## src/rtl/capture_pkg.sv

```systemverilog
// capture_pkg: shared state encoding for the capture sequencer
package capture_pkg;
    typedef enum logic [2:0] {
        IDLE  = 3'd0,
        CFG   = 3'd1,
        PRE   = 3'd2,
        ARMED = 3'd3,
        POST  = 3'd4,
        DONE  = 3'd5,
        FLUSH = 3'd6
    } capture_state_t;
endpackage

```

## src/rtl/capture_ctrl.sv

```systemverilog
// capture_ctrl: sequences one logic-analyser capture around the sampler
module capture_ctrl
    import capture_pkg::*;
#(
    parameter int SCW = 32,
    parameter int SNW = 32
) (
    input  logic           clk,
    input  logic           rst,
    input  logic           cmd_arm,
    input  logic           cmd_abort,
    input  logic [SCW-1:0] reg_div,
    input  logic [SNW-1:0] reg_pre,
    input  logic [SNW-1:0] reg_post,
    output logic           ctl_st0,
    output logic           ctl_st1,
    output logic [SCW-1:0] cfg_div,
    output logic [SNW-1:0] cfg_num,
    input  logic           sts_run,
    input  logic           mon_tvalid,
    input  logic           mon_tready,
    input  logic           mon_trigger,
    input  logic           mon_tlast,
    output logic [2:0]     sts_state,
    output logic [SNW-1:0] sts_pre_cnt,
    output logic           sts_done,
    output logic           sts_aborted
);
    capture_state_t state;
    logic [SNW-1:0] pre_s;
    logic beat;
    logic live;
    logic [SNW-1:0] pre_nxt;
    assign beat = mon_tvalid & mon_tready;
    assign live = state == CFG || state == PRE || state == ARMED || state == POST;
    assign pre_nxt = sts_pre_cnt + SNW'(1);
    assign sts_state = state;
    // FSM, shadow registers, saturating pre counter and registered pulses
    always_ff @(posedge clk) begin
        if (rst) begin
            state       <= IDLE;
            pre_s       <= '0;
            cfg_div     <= '0;
            cfg_num     <= '0;
            ctl_st0     <= 1'b0;
            ctl_st1     <= 1'b0;
            sts_pre_cnt <= '0;
            sts_done    <= 1'b0;
            sts_aborted <= 1'b0;
        end else begin
            ctl_st0 <= 1'b0;
            ctl_st1 <= 1'b0;
            if ((state == IDLE || state == DONE) && cmd_arm) begin
                state       <= CFG;
                pre_s       <= reg_pre;
                cfg_div     <= reg_div;
                cfg_num     <= reg_post;
                sts_pre_cnt <= '0;
                sts_done    <= 1'b0;
                sts_aborted <= 1'b0;
            end else if (cmd_abort && live) begin
                state   <= FLUSH;
                cfg_num <= '0;
                ctl_st1 <= state != POST;
            end else begin
                case (state)
                    CFG: begin
                        state   <= PRE;
                        ctl_st0 <= 1'b1;
                    end
                    PRE: begin
                        if (sts_pre_cnt == pre_s) begin
                            state <= ARMED;
                        end else if (beat) begin
                            sts_pre_cnt <= pre_nxt;
                            if (pre_nxt == pre_s) state <= ARMED;
                        end
                    end
                    ARMED: begin
                        if (beat && mon_trigger) begin
                            state   <= POST;
                            ctl_st1 <= 1'b1;
                        end
                    end
                    POST: begin
                        if (beat && mon_tlast) begin
                            state    <= DONE;
                            sts_done <= 1'b1;
                        end
                    end
                    FLUSH: begin
                        if (!sts_run) begin
                            state       <= IDLE;
                            sts_aborted <= 1'b1;
                        end
                    end
                    default: ;
                endcase
            end
        end
    end
endmodule
```

## config.mk

```make
export PLATFORM = sky130hd
export DESIGN_NAME = capture_ctrl
export DESIGN_NICKNAME = d
export VERILOG_FILES = /design/src/rtl/capture_pkg.sv /design/src/rtl/capture_ctrl.sv
export SDC_FILE = /design/constraint.sdc
export NUM_CORES = 1
export LEC_CHECK = 0
export CORE_MARGIN = 3
export CORE_UTILIZATION = 24
export DETAILED_ROUTE_END_ITERATION = 8
export GPL_ROUTABILITY_DRIVEN = 0
export PLACE_DENSITY = 0.52
export SLEW_MARGIN = 20
export SYNTH_ARGS = -nofsm -noshare
export SYNTH_HDL_FRONTEND = slang
export SYNTH_SLANG_ARGS = --single-unit
```

## constraint.sdc

```tcl
create_clock -name clk -period 3.3 [get_ports clk]
set_input_delay 0.99 -clock clk [delete_from_list [all_inputs] [get_ports clk]]
set_output_delay 0.99 -clock clk [all_outputs]
set_load 0.1 [all_outputs]
```

==> results of run 1 <==
==> cell usage in the layout, fill, tap and decap left out, types with 6 or more instances in the layout <==
master                            synthesis  layout
sky130_fd_sc_hd__nand4_1                 24      24
sky130_fd_sc_hd__or3_1                    6       6
sky130_fd_sc_hd__nor2_1                  90      90
sky130_fd_sc_hd__buf_4                    6     133
sky130_fd_sc_hd__nor3_1                  15      15
sky130_fd_sc_hd__a21oi_1                 74      74
sky130_fd_sc_hd__nand3_1                 24      24
sky130_fd_sc_hd__nor4_1                  11      11
sky130_fd_sc_hd__dfxtp_1                135     135
sky130_fd_sc_hd__clkbuf_16                0      17
sky130_fd_sc_hd__clkdlybuf4s50_1          0     103
sky130_fd_sc_hd__xor2_1                  30      30
sky130_fd_sc_hd__inv_1                    6       6
sky130_fd_sc_hd__nand2_1                167     167
sky130_fd_sc_hd__xnor2_1                 43      43
sky130_fd_sc_hd__o21ai_0                  7       7
sky130_fd_sc_hd__a22oi_1                 34      34
==> cells in the mapped netlist (4+ instances only) <==
master / count
sky130_fd_sc_hd__a21oi_1: 74
sky130_fd_sc_hd__a22oi_1: 34
sky130_fd_sc_hd__buf_1: 4
sky130_fd_sc_hd__buf_2: 7
sky130_fd_sc_hd__buf_4: 6
sky130_fd_sc_hd__buf_6: 12
sky130_fd_sc_hd__clkbuf_1: 35
sky130_fd_sc_hd__clkbuf_8: 4
sky130_fd_sc_hd__dfxtp_1: 135
sky130_fd_sc_hd__inv_1: 6
sky130_fd_sc_hd__mux2i_1: 4
sky130_fd_sc_hd__nand2_1: 167
sky130_fd_sc_hd__nand2b_1: 5
sky130_fd_sc_hd__nand3_1: 24
sky130_fd_sc_hd__nand4_1: 24
sky130_fd_sc_hd__nor2_1: 90
sky130_fd_sc_hd__nor3_1: 15
sky130_fd_sc_hd__nor4_1: 11
sky130_fd_sc_hd__o21a_1: 4
sky130_fd_sc_hd__o21ai_0: 7
sky130_fd_sc_hd__o22ai_1: 4
sky130_fd_sc_hd__or3_1: 6
sky130_fd_sc_hd__xnor2_1: 43
sky130_fd_sc_hd__xor2_1: 30
==> kinds of logic (layout without fill, tap and decap cells) <==
group,Yosys count,in the layout,synth area share
flip-flops,135,135,0.406
AO/OA/AOI/OAI,153,153,0.147
multiplexers,4,4,0.00601
XOR/XNOR,73,73,0.0960
buffers and inverters,76,277,0.0678
AND/OR/NAND/NOR,382,382,0.276
adder cells (fa/ha/maj),1,1,0.00188
==> state kept, by name, summed over array words and instances (netlist names), 3 cells and up <==
name	cells
cfg_div	32
cfg_num	32
pre_s	32
sts_pre_cnt	32
sts_state	3
==> layout make-up <==
type / instances / area [µm²]
timing repair buffer: 238 / 2070
clock buffer: 19 / 443
fill: 2875 / 17700
inverter: 7 / 26.3
multi-input combinational: 613 / 3510
sequential: 135 / 2700
tap: 372 / 465
clock inverter: 13 / 145
==> power by group through the flow <==
stage	clock network (mW)	logic (mW)	registers [mW]
floorplan	0	1.03	3.22
global placement	0	3.00	2.09
detailed placement	0	2.99	2.10
CTS	2.00	2.99	2.06
global route	2.07	3.15	2.09
finish	1.95	2.96	2.06
==> worst max-delay path by stage <==
stage / start / to / slack (ns) / depth (start not counted)
2_1_floorplan: sts_pre_cnt[1] / sts_state[0] / 0.13 / 10
3_3_place_gp: mon_tvalid / sts_state[0] / 0.04 / 9
3_5_place_dp: mon_tvalid / sts_state[0] / -0.09 / 9
4_1_cts: mon_tvalid / sts_state[0] / 0.34 / 9
5_1_grt: sts_pre_cnt[2] / sts_state[0] / 0.16 / 8
6_report: mon_tvalid / sts_state[0] / 0.34 / 9
==> critical path: cells and delay by family <==
family,cells,cell delay [ns]
simple gates,4,0.94
mux,1,0.20
compound gates,3,0.67
buf+inv,1,0.50
==> per-layer routing <==
layer,GRT usage,vias to the layer above
li1,-,3226
met1,0.178,3072
met2,0.257,215
met3,0.0534,27
met4,0.0443,4
met5,0,-
==> run summary, run 1 <==
The flip-flop and latch count after synthesis was 135; the post-layout net count was 1118. The run finished with clean final reports. The post-CTS setup buffer count is 0, and the number of port buffers is 207.

Static timing analysis puts the maximum clock frequency at 338 MHz. Post-synthesis cell type count: 71. The class of the tightest hold or removal check was flop to flop. The critical path is of the input port to flop type. The clock period could shrink to 2.96 ns. The largest voltage drop on the vdd net was 386 µV.

Clock latency at the later pin of the worst-skew pair: 0.42 ns. The startpoint of the tightest hold check path is cfg_div[23]. The fraction of layout cells with a size suffix above 1 was 0.184; the pin count of the biggest net entering global routing was 57. TritonCTS built the clock tree. In this run, synthesis inferred 0 flip-flops with an integrated enable.

The worst setup slack before clock tree synthesis came out at -0.0920 ns. The clock slew at the register clock pins of the worst setup and hold paths was 0.06 ns. The prevailing post-synth register cell was sky130_fd_sc_hd__dfxtp_1.

Via count of the first global-routing pass: 6522. The internal power of the cells totals 3.83 mW. The area of all placed cells without fillers was 9360 µm². The logs give 4 for the number of levels the H-tree was split into and 5 for the total iterations of the first detailed-routing run. The category of the worst setup path capture point was a flop. The tools report the global-route total usage across every layer as 0.150. The net switching share of the total power was 0.450.

The share of total power in the clock network came out at 0.279. The vertical extent of the die is 173 µm. The leakage power is 3.54 nW, and the worst-case clock skew is 0.0125 ns. The path with the worst hold slack has its endpoint at cfg_div[23]. The deepest clock path buffer count is 2, and the width of the die is 173 µm. The floorplan step defined a die boundary enclosing 29800 µm². The max-cap check violation count was 0; the number of cell rows was 60. By area the synthesized netlist is led by sky130_fd_sc_hd__dfxtp_1 41%, sky130_fd_sc_hd__nand2_1 9.4%, sky130_fd_sc_hd__xnor2_1 5.7%. The worst setup slack for register-to-register paths was 0.38 ns. The fraction of synthesized cell area taken by the top area cell type is 0.406.

The run gives 17 as the number of buffers inserted during clock tree synthesis. The total overflow left after global routing is 0. The cell chosen for the clock root is sky130_fd_sc_hd__clkbuf_16. After layout, the design draws a total of 6.97 mW.

Hold is met by 0.456 ns. The average vias per placed instance came out at 4.68. The type of element launching the critical path is an input port. In the routed design, unresolved DRC markers number 0.

For the synthesized instance count, the log shows 824. The path depth of the worst reg2reg path works out to 8. Counting every net in the synthesized netlist gives 930. 208 I/O pins were placed.

The placed instances occupy a cell area of 8770 µm². The initial antenna violation count was 2. Share of the clock period used by the worst path: 0.896.

Initial DRC count: 305. Top layer used by detailed routing: met5. The tools report the first-pass GRT wire length as 36.1 mm. The worst register-to-register path begins at sts_pre_cnt[9].

Buffers inserted to repair hold after CTS numbered 0. For the worst setup path, the data arrival time is 3.30 ns. Dividing total power by cell area gives a power density of 744 nW/µm². For the remaining max-slew budget at the tightest pin, the log shows 0.564. Setup violations remaining at the end of the flow were counted as 0.

The sink count of the clock tree is 135, and the length of routed wiring on met1 is 9.70 mm. The number of antenna diodes in the final layout is 0. For this block, the routed nets add up to 23.0 mm of wire. Once routing completed, OpenROAD measured the worst setup slack at 0.343 ns. Data on the critical path is required at its endpoint by 3.64 ns. The delay of the slowest critical-path stage is 0.50 ns.

The share of flip-flops with an asynchronous set or reset was 0. The sequential share of power is 0.296, and the post-synthesis area per instance is 8.08 µm². The cell with the biggest individual delay on the critical path was sky130_fd_sc_hd__clkdlybuf4s50_1. Post-CTS repair changed the size of 0 cells. The number of failing hold endpoints at the final stage came out at 0.

Register area share after synthesis: 0.406. The area growth from synthesis to final layout is 40.6%, and the final max-slew violation count is 0. Setup repair after global routing left no endpoint under its margin. Counting instances, the worst hold path has a depth of 2. Once detail routing completed, the nets flagged for antenna violations numbered 0.

For the area of the mapped netlist, the log shows 6660 µm². The biggest area contributor in the post-synthesis netlist is sky130_fd_sc_hd__dfxtp_1. Highest fanout seen on the critical path: 3. The endpoint identified for the worst register-to-register timing path is sts_state[0]. After detailed routing, the met3 layer carries 1.67 mm of wire. After detailed routing, the average wire length per cell comes to 16.4 µm. For the pin with the worst max-slew slack, the measured transition is 0.654 ns.

The area of the core was 27100 µm²; the initial core utilization was 0.246. In this run, placement finished with an instance count of 1365. The total net switching power is 3.13 mW, and the non-filler instance count after layout is 1397. After routing, the total negative slack on setup checks comes to 0 ns. Across all layers, the routed design uses 6544 vias. During synthesis, Yosys emitted a total of 0 warnings.

The final standard cell utilization of the core is 0.345, and the routed length on met2 is 11.2 mm. Once detailed placement completed, the half-perimeter wirelength came to 17.1 mm. The critical path goes through clkdlybuf4s50_1, nand3_1, a32oi_1, o22ai_1, or4_4, nor4_2, nand4_1, a21oi_1, mux2i_1. The combinational fraction of design power was 0.425.
(Power assumes the default switching activity.)
==> run 2, diff against run 1 <==
--- a/config.mk
+++ b/config.mk
@@ -7,6 +7,7 @@
 export LEC_CHECK = 0
 export CORE_MARGIN = 3
 export CORE_UTILIZATION = 24
+export CTS_BUF_LIST = sky130_fd_sc_hd__clkbuf_4 sky130_fd_sc_hd__clkbuf_8
 export DETAILED_ROUTE_END_ITERATION = 8
 export GPL_ROUTABILITY_DRIVEN = 0
 export PLACE_DENSITY = 0.52
==> run summary, run 2 (same netlist as run 1, synthesis figures left out) <==
The number of buffers inserted during clock tree synthesis came out at 17 (unchanged). The vertical extent of the die is 173 µm (unchanged), and the overall power after layout is 6.46 mW (was 6.97 mW). Busiest layer in global routing: met2 (unchanged). The number of failing hold endpoints at the final stage is 0 (unchanged), and the number of failing setup endpoints in the final timing report is 0 (unchanged). Commonest non-fill, non-tap cell in the layout: sky130_fd_sc_hd__nand2_1 (unchanged). For the endpoint arrival time on the critical path, the log shows 3.31 ns (was 3.30 ns). The tools report the global-route total usage across every layer as 0.150 (about the same). The count of filler cells inserted in the layout was 2889 (was 2875). The number of hold buffers added after CTS was 0 (unchanged); the clock latency at the later pin of the worst-skew pair was 0.45 ns (was 0.42 ns). The met3 demand-to-capacity share in global routing came out at 0.0536 (was 0.0534). The clock slew at the register clock pins of the worst setup and hold paths is 0.09 ns (was 0.06 ns), and the worst-case clock skew is 0.0200 ns (was 0.0125 ns). The via count of the first global-routing pass came out at 6472 (was 6522). The origin of the critical flop-to-flop path is sts_pre_cnt[2] (was sts_pre_cnt[9]). The max-cap check violation count is 0 (unchanged), and the area of the core is 27100 µm² (unchanged). The logs give 1397 (unchanged) for the non-filler instance count after layout and 385 µV (was 386 µV) for the largest voltage drop on the vdd net. The count of buffer and inverter cells on the critical path was 1 (unchanged). The cell chosen for the clock root is sky130_fd_sc_hd__clkbuf_8 (was sky130_fd_sc_hd__clkbuf_16).

Setup repair after global routing left no endpoint under its margin. Class of the tightest hold or removal check: flop to flop (unchanged). Critical path's top delay family: simple AND/OR/NAND/NOR gates (unchanged). The run gives 135 (unchanged) as the sink count of the clock tree. Average wire per cell in the routed design: 16.4 µm (about the same). The I/O pin count is 208 (unchanged), and the half-perimeter wire length after placement is 17.1 mm (unchanged). The highest fanout seen on the critical path works out to 3 (unchanged). The number of port buffers was 207 (unchanged).

The post-CTS setup buffer count is 0 (unchanged), and the area growth from synthesis to final layout is 37.7% (was 40.6%). Cell with the biggest individual delay on the critical path: sky130_fd_sc_hd__clkdlybuf4s50_1 (unchanged). The remaining antenna violation count was 0 (unchanged).

Initial DRC count: 294 (was 305). The met1 global-route usage was 0.178 (about the same). The tools report the first-pass GRT wire length as 35.9 mm (was 36.1 mm). The total via count in the routed design came out at 6505 (was 6544).

The die area is 29800 µm² (unchanged), and the cell depth of the worst hold path is 2 (unchanged). The reg-to-reg critical path endpoint is sts_state[0] (unchanged). The total power density per cell area was 704 nW/µm² (was 744 nW/µm²). The delay of the slowest critical-path stage is 0.50 ns (about the same), and the initial core utilization is 0.246 (unchanged). Cell breakdown of the critical path: clkdlybuf4s50_1, nand3_1, a32oi_1, o22ai_1, or4_4, nor4_2, nand4_1, a21oi_1, mux2i_1 (unchanged). Number of resized instances in the post-cts repair step: 0 (unchanged). The final max-slew violation count was 0 (unchanged).

The run gives 2 (unchanged) as the initial antenna violation count. Type of element launching the critical path: an input port (unchanged). The pin slew with the least headroom to its limit is 0.654 ns (about the same). The aggregate negative setup slack was 0 ns (unchanged).

For the deepest clock path buffer count, the log shows 2 (unchanged). The startpoint of the tightest hold check path was cfg_div[16] (was cfg_div[23]). The worst setup slack for register-to-register paths was 0.39 ns (was 0.38 ns); the path depth of the worst reg2reg path was 8 (unchanged). The average vias per placed instance was 4.66 (was 4.68); the placed cell count was 1365 (unchanged). The remaining max-slew budget at the tightest pin is 0.564 (about the same), and the post-detailed-routing wire length is 22.9 mm (was 23.0 mm). The run gives 3.45 nW (was 3.54 nW) as the leakage power.

The met2 layer usage reported by global route is 0.255 (was 0.257). The run gives 0 (unchanged) as the residual overflow from global routing. For the number of levels the H-tree was split into, the log shows 4 (unchanged).

Critical path class: input port to flop (unchanged). Commonest cells after routing, fill and taps aside: 167 x sky130_fd_sc_hd__nand2_1, 135 x sky130_fd_sc_hd__dfxtp_1, 133 x sky130_fd_sc_hd__buf_4, 103 x sky130_fd_sc_hd__clkdlybuf4s50_1, 90 x sky130_fd_sc_hd__nor2_1 (unchanged). For the post-detailed-route DRC marker count, the log shows 0 (unchanged).

The number of cell rows came out at 60 (unchanged). The share of the clock period used by the worst path works out to 0.891 (was 0.896). The tools report the post-layout net count as 1118 (unchanged).

The width of the die is 173 µm (unchanged). Antenna cell count: 0 (unchanged). The maximum clock frequency was 340 MHz (was 338 MHz).

The endpoint of the worst hold-timing path is cfg_div[16] (was cfg_div[23]). The total iterations of the first detailed-routing run is 5 (unchanged). TritonCTS built the clock tree. The fraction of layout cells with a size suffix above 1 is 0.185 (was 0.184), and the pin count of the biggest net entering global routing is 57 (unchanged). Required time of the worst setup path: 3.67 ns (was 3.64 ns).

The run finished with clean final reports. Category of the worst setup path capture point: a flop (unchanged). Time the worst path needs with I/O delays and setup: 2.94 ns (was 2.96 ns).
run 2: cell counts in the layout (fill, tap and decap cells not counted):
No cell type changed its count.
run 2: how the worst max path moves through the flow:
| stage | depth (start not counted) | from | slack, ns | end |
|---|---|---|---|---|
| 2_1_floorplan | 10 | sts_pre_cnt[1] | 0.13 | sts_state[0] |
| 3_3_place_gp | 9 | mon_tvalid | 0.04 | sts_state[0] |
| 3_5_place_dp | 9 | mon_tvalid | -0.09 | sts_state[0] |
| 4_1_cts | 9 | mon_tvalid | 0.38 | sts_state[0] |
| 5_1_grt | 8 | sts_pre_cnt[2] | 0.16 | sts_state[0] |
| 6_report | 9 | mon_tvalid | 0.36 | sts_state[0] |
run 2: stage by stage:
step | hold WS [ns] | util | worst slack (ns) | area [µm²]
after floorplan | 0.448 | - | 0.127 | 6660
after global placement | 0.442 | 0.324 | 0.0385 | 8770
after detailed placement | 0.447 | 0.324 | -0.0920 | 8770
after CTS | 0.459 | 0.339 | 0.381 | 9180
after global routing | 0.481 | 0.339 | 0.161 | 9180
final | 0.459 | 0.339 | 0.361 | 9180
run 2: layout make-up:
class / instances / area (µm²) / share of cell area
multi-input cells: 613 / 3510 / 0.383
flip-flops and latches: 135 / 2700 / 0.295
repair buffers: 238 / 2070 / 0.226
well taps: 372 / 465 / 0.0507
clock buffers: 19 / 255 / 0.0278
clock inverters: 13 / 145 / 0.0158
inverters: 7 / 26.3 / 0.00286
run 2: worst register-to-register path: stages (launching register included):
cell	delay [ns]
sky130_fd_sc_hd__dfxtp_1	0.61
sky130_fd_sc_hd__nand4_4	0.35
sky130_fd_sc_hd__or3_1	0.51
sky130_fd_sc_hd__a2111oi_2	0.30
sky130_fd_sc_hd__o22ai_1	0.17
sky130_fd_sc_hd__nor4_2	0.29
sky130_fd_sc_hd__nand4_1	0.18
sky130_fd_sc_hd__a21oi_1	0.22
sky130_fd_sc_hd__mux2i_1	0.20
run 2: metal layers:
metal  up-vias  part of all wire
met4         4             0.015
li1       3227                 -
met2       205              0.49
met1      3043              0.42
met5         -            0.0013
met3        26             0.075
run 2: where the power goes:
part           total, mW  switching (mW)  internal (mW)  leakage (nW)
Sequential          2.06           0.186           1.87          1.10
Clock               1.44           0.735          0.709         0.197
Combinational       2.96            2.14          0.815          2.15
Total               6.46            3.07           3.40          3.45
